--- src/rtl/neuron_pkg.sv ---
// Constants and state encoding shared by the sample collector and the first-layer neurons.
package neuron_pkg;
  localparam int BROJ_ZNACAJKI   = 60;
  localparam int SIRINA_ZNACAJKE = 16;
  localparam int SIRINA_UZORKA   = BROJ_ZNACAJKI * SIRINA_ZNACAJKE;
  localparam int SIRINA_BROJACA  = 6;

  typedef enum logic [1:0] {
    PRIJEM = 2'd0,
    PUN    = 2'd1,
    ODBACI = 2'd2
  } stanje_e;
endpackage

--- src/rtl/sakupljac_uzorka_if.sv ---
// Feature stream in, assembled sample out. Valid/ready: a transfer happens on a rising
// clk edge where valid && ready; the sender holds data stable while valid is high.
interface sakupljac_uzorka_if;
  import neuron_pkg::*;

  logic [SIRINA_ZNACAJKE-1:0] in_data;
  logic                       in_valid;
  logic                       in_last;
  logic                       in_ready;
  logic [SIRINA_UZORKA-1:0]   uzorak;
  logic                       uzorak_valid;
  logic                       out_ready;
  logic [1:0]                 stanje;

  modport master (
    output in_data, in_valid, in_last, out_ready,
    input  in_ready, uzorak, uzorak_valid, stanje
  );

  modport slave (
    input  in_data, in_valid, in_last, out_ready,
    output in_ready, uzorak, uzorak_valid, stanje
  );
endinterface

--- src/rtl/sakupljac_uzorka.sv ---
// Collects 60 features into a flat sample register and holds it until the classifier
// takes it; misframed samples raise greska and are discarded.
module sakupljac_uzorka
  import neuron_pkg::*;
(
  input  logic                       clk,
  input  logic                       rst_n,
  sakupljac_uzorka_if.slave          bus,
  output logic                       greska,
  output logic [SIRINA_ZNACAJKE-1:0] broj_uzoraka
);

  localparam logic [SIRINA_BROJACA-1:0] ZADNJI = SIRINA_BROJACA'(BROJ_ZNACAJKI - 1);

  stanje_e                      stanje_q, stanje_d, stanje_eff;
  logic [SIRINA_BROJACA-1:0]    brojac_q, brojac_d, brojac_eff;
  logic [SIRINA_UZORKA-1:0]     uzorak_q, uzorak_d;
  logic                         greska_q, greska_d;
  logic [SIRINA_ZNACAJKE-1:0]   broj_q, broj_d;
  logic                         in_ready;
  logic                         upis;

  // The unused encoding 3 behaves exactly like PRIJEM with an empty counter.
  always_comb begin
    stanje_eff = stanje_q;
    brojac_eff = brojac_q;
    if (!(stanje_q inside {PRIJEM, PUN, ODBACI})) begin
      stanje_eff = PRIJEM;
      brojac_eff = '0;
    end
  end

  assign in_ready = (stanje_eff == PRIJEM) || (stanje_eff == ODBACI);
  assign upis     = bus.in_valid && in_ready;

  always_comb begin
    stanje_d = stanje_eff;
    brojac_d = brojac_eff;
    uzorak_d = uzorak_q;
    greska_d = 1'b0;
    broj_d   = broj_q;
    case (stanje_eff)
      PRIJEM: begin
        if (upis) begin
          for (int k = 0; k < BROJ_ZNACAJKI; k++) begin
            if (brojac_eff == SIRINA_BROJACA'(k)) begin
              uzorak_d[k*SIRINA_ZNACAJKE +: SIRINA_ZNACAJKE] = bus.in_data;
            end
          end
          if (brojac_eff == ZADNJI) begin
            brojac_d = '0;
            if (bus.in_last) begin
              stanje_d = PUN;
            end else begin
              greska_d = 1'b1;
              stanje_d = ODBACI;
            end
          end else if (bus.in_last) begin
            greska_d = 1'b1;
            brojac_d = '0;
          end else begin
            brojac_d = brojac_eff + 1'b1;
          end
        end
      end
      PUN: begin
        if (bus.out_ready) begin
          stanje_d = PRIJEM;
          broj_d   = broj_q + 1'b1;
        end
      end
      ODBACI: begin
        if (upis && bus.in_last) begin
          stanje_d = PRIJEM;
        end
      end
      default: stanje_d = PRIJEM;
    endcase
  end

  always_ff @(posedge clk or negedge rst_n) begin
    if (!rst_n) begin
      stanje_q <= PRIJEM;
      brojac_q <= '0;
      uzorak_q <= '0;
      greska_q <= 1'b0;
      broj_q   <= '0;
    end else begin
      stanje_q <= stanje_d;
      brojac_q <= brojac_d;
      uzorak_q <= uzorak_d;
      greska_q <= greska_d;
      broj_q   <= broj_d;
    end
  end

  assign bus.in_ready     = in_ready;
  assign bus.uzorak       = uzorak_q;
  assign bus.uzorak_valid = (stanje_q == PUN);
  assign bus.stanje       = stanje_q;
  assign greska           = greska_q;
  assign broj_uzoraka     = broj_q;

endmodule

--- src/flat_wrapper.sv ---
// flat-port wrapper written by rule: the top's interface ports become plain ports
module sakupljac_uzorka_flat import neuron_pkg::*;
  (clk, rst_n, greska, broj_uzoraka, bus_in_data, bus_in_valid, bus_in_last, bus_out_ready, bus_in_ready, bus_uzorak, bus_uzorak_valid, bus_stanje);
  sakupljac_uzorka_if bus_i ();
  input  logic clk;
  input  logic rst_n;
  output logic greska;
  output logic [SIRINA_ZNACAJKE-1:0] broj_uzoraka;
  input wire logic [$bits(bus_i.in_data)-1:0] bus_in_data;
  input wire logic [$bits(bus_i.in_valid)-1:0] bus_in_valid;
  input wire logic [$bits(bus_i.in_last)-1:0] bus_in_last;
  input wire logic [$bits(bus_i.out_ready)-1:0] bus_out_ready;
  output wire logic [$bits(bus_i.in_ready)-1:0] bus_in_ready;
  output wire logic [$bits(bus_i.uzorak)-1:0] bus_uzorak;
  output wire logic [$bits(bus_i.uzorak_valid)-1:0] bus_uzorak_valid;
  output wire logic [$bits(bus_i.stanje)-1:0] bus_stanje;
  assign bus_i.in_data = bus_in_data;
  assign bus_i.in_valid = bus_in_valid;
  assign bus_i.in_last = bus_in_last;
  assign bus_i.out_ready = bus_out_ready;
  assign bus_in_ready = bus_i.in_ready;
  assign bus_uzorak = bus_i.uzorak;
  assign bus_uzorak_valid = bus_i.uzorak_valid;
  assign bus_stanje = bus_i.stanje;
  sakupljac_uzorka u_core (.clk(clk), .rst_n(rst_n), .bus(bus_i), .greska(greska), .broj_uzoraka(broj_uzoraka));
endmodule
--- config.mk ---
export PLATFORM = sky130hd
export DESIGN_NAME = sakupljac_uzorka_flat
export DESIGN_NICKNAME = d
export VERILOG_FILES = /design/src/rtl/neuron_pkg.sv /design/src/rtl/sakupljac_uzorka_if.sv /design/src/rtl/sakupljac_uzorka.sv /design/src/flat_wrapper.sv
export SDC_FILE = /design/constraint.sdc
export NUM_CORES = 1
export LEC_CHECK = 0
export ABC_AREA = 1
export CAP_MARGIN = 15
export CORE_AREA = 2 2 393 395
export DETAILED_ROUTE_END_ITERATION = 16
export DIE_AREA = 0 0 395 397
export GPL_ROUTABILITY_DRIVEN = 1
export PLACE_DENSITY = 0.48
export SETUP_SLACK_MARGIN = 0.02
export SYNTH_ARGS = -nofsm -noshare
export SYNTH_HDL_FRONTEND = slang
export SYNTH_SLANG_ARGS = --single-unit
--- constraint.sdc ---
create_clock -name clk -period 2.65 [get_ports clk]
set_input_delay 0.3975 -clock clk [delete_from_list [all_inputs] [get_ports clk]]
set_output_delay 0.3975 -clock clk [all_outputs]
set_load 0.02 [all_outputs]
==> reports/results.ini, run 1 <==
[run_status]
outcome=complete, no violations

[timing]
period_needed_ns=2.48
setup_viol=0
whs_ns=0.329
max_freq_mhz=403
worst_clock_skew_ns=0.0316
finalWorstSetupSlack_ns=0.169
rsz0062_at_grt=yes
fin_crit_sh=0.936
worst_pin_slew_ns=0.897
finalHoldViolCount=0
max_slew_margin=0.402
slew_violations=0

[route]
drt-vias-per-instance=4.29
drt_pass1_iterations=7
post-route-drc-count=0
routed_wirelength_um=152000
routedWlPerCell_um=23.2
drt_iter0_markers=2377
antenna_left=0
num_vias=28100

[logic_synthesis]
ys_ff_latch=985
synth_area_sq_um=35800
ys_warn_count=0
yosysSeqAreaShare=0.688
synthesis.nets=3459
syn_area_per_cell_sq_um=10.5
synthArstFlopShare=1.00
synth_edf_count=0
synthFlopType=dfrtp_1
synth_cell_types=29
syn-instance-count=3428

[critical_path]
worst-path-buf-inv=2
max_stage_delay_ns=0.38
worstPathArrival_ns=3.04
path_class=flop to flop
crit_path_start_kind=flop
critPathSlowestCell=dfrtp_1
r2r_cells=9
worstReg2RegEnd=u_core.bus.uzorak[923]
end_kind=flop
worstPathRequired_ns=3.21
r2r-start=u_core.bus.stanje[0]
cp_top_family=simple AND/OR/NAND/NOR gates
path_cells=ha_1, nor2_1, ha_1, inv_1, nor2_2, nand2_2, buf_12, nand2_1, o21ai_0
r2r_slack_ns=0.17
critPathMaxFanout=28
cp_common_cell=ha_1

[global_routing]
grt_overflow=0
antenna_found_initial=13
grt_start_max_net_pins=71
track_usage=0.190
grt_pass1_vias=27600
grt_pass1_wl_um=216000

[placed_design]
place_congestion=0.793
pre_cts_ws_ns=0.0469
dp_hpwl_um=99300
portBuffers=1001

[cts]
root_buffer=clkbuf_16
cts_tree=done
clk_latency_ns=0.74
htreeDepth=3
cts_buffer_depth=3
cts_made_buffers=112
clock-sinks=985
path_clk_slew_ns=0.06

[die]
io-pin-count=1002
core_area_sq_um=153000
rows=144
dieArea_sq_um=157000
die_w_um=395
start_util=0.234
die_y_um=397

[finish]
mostFrequentLayoutCells=nand2_1, clkdlybuf4s50_1, dfrtp_1, o21ai_0, clkbuf_16
area_growth_pct=46.7
multiInputGateArea_sq_um=9660
drive_above_1_share=0.0840
final_common_cell=nand2_1
finish.net_count=4428
seq_area_sq_um=24600
fillCellCount=15400
final_util=0.344

[power_and_ir_drop]
vdd_drop_max_mv=0.592
leakage_nw=23.1
p_per_area_nw_per_um2=788

[job]
maxCapViolCount=0

[min_path]
hold_class=primary input to async pin

==> where the power goes <==
part	leakage (nW)	switching, mW	internal (mW)
logic	7.80	5.16	3.58
registers	13.5	0.913	16.6
clock network	1.74	6.56	8.63
==> cell usage after synthesis, types with 5 or more instances <==
master       n  share of area
nand4_1      5        0.00087
dfrtp_1    985           0.69
nand3_1     10         0.0014
o21ai_0    876           0.12
buf_2       29         0.0040
clkbuf_1   213          0.022
nand2_1   1024           0.11
nand2_4     21         0.0066
nor2_1      20         0.0021
nand2_2     10         0.0017
inv_1       49         0.0051
o21ai_1     89          0.012
xor2_1      10         0.0024
buf_6       35          0.011
ha_1        10         0.0035
xnor2_1      6         0.0015
nor2_2       9         0.0016
inv_2        6        0.00063
==> metrics by stage <==
stage | power, mW | TNS (ns) | area, sq um | std cells
floorplan | 21.3 | 0 | 35800 | 3428
global placement | 26.5 | 0 | 48800 | 6318
detailed placement | 26.5 | 0 | 48800 | 6318
CTS | 42.0 | 0 | 52400 | 6523
global route | 43.3 | -1.23 | 52600 | 6531
finish | 41.4 | 0 | 52600 | 6536
==> worst max path at each step <==
stage                                    start                endpoint  cells after the start
after floorplan           u_core.bus.stanje[0]  u_core.bus.uzorak[882]                     11
after global placement    u_core.bus.stanje[0]  u_core.bus.uzorak[288]                     11
after detailed placement  u_core.bus.stanje[0]  u_core.bus.uzorak[877]                     11
after CTS                 u_core.bus.stanje[1]        bus_uzorak_valid                      5
after global routing      u_core.bus.stanje[0]  u_core.bus.uzorak[923]                      9
final                     u_core.bus.stanje[0]  u_core.bus.uzorak[923]                      9
==> flip-flops by register name, indices dropped and copies added (netlist names) <==
| name | flops |
|---|---|
| u_core.bus.stanje | 2 |
| u_core.greska | 1 |
| u_core.broj_uzoraka | 16 |
| u_core.brojac_q | 6 |
| u_core.bus.uzorak | 960 |
==> cell families (layout without fill, tap and decap cells) <==
group,count (synthesis),in the layout,synth area share
AO/OA/AOI/OAI,971,971,0.136
XOR/XNOR,16,16,0.00391
adder cells (fa/ha/maj),10,10,0.00349
buffers and inverters,335,1394,0.0442
flip-flops,985,985,0.688
other,0,5,0
AND/OR/NAND/NOR,1111,1111,0.125
==> routing by layer <==
layer	wire length, um	vias to the layer above	GRT usage
li1	-	13100	-
met1	64300	13700	0.245
met2	69900	954	0.300
met3	12300	226	0.0608
met4	5160	6	0.0675
met5	41	-	0
==> cell type report <==
type	count	area share
clock inverters	30	0.00581
well taps	2044	0.0486
clock buffers	174	0.0617
multi-input cells	2108	0.184
flip-flops and latches	985	0.469
repair buffers	1135	0.227
diodes	5	0.000238
inverters	55	0.00431
==> timing repair <==
item	4_1_cts	5_1_grt
cloned	0	0
pin swaps	0	2
setup endpoints to repair	2	415
buffers inserted	0	8
hold buffers	1	0
gates resized for setup	2	22
endpoints found under the hold margin	36	0
(Power assumes the default switching activity.)
==> run 2, diff against run 1 <==
- GPL_ROUTABILITY_DRIVEN: 1 -> default
==> results of run 2 <==
Same layout as run 1: the final DEF is identical, and so are final timing and power.
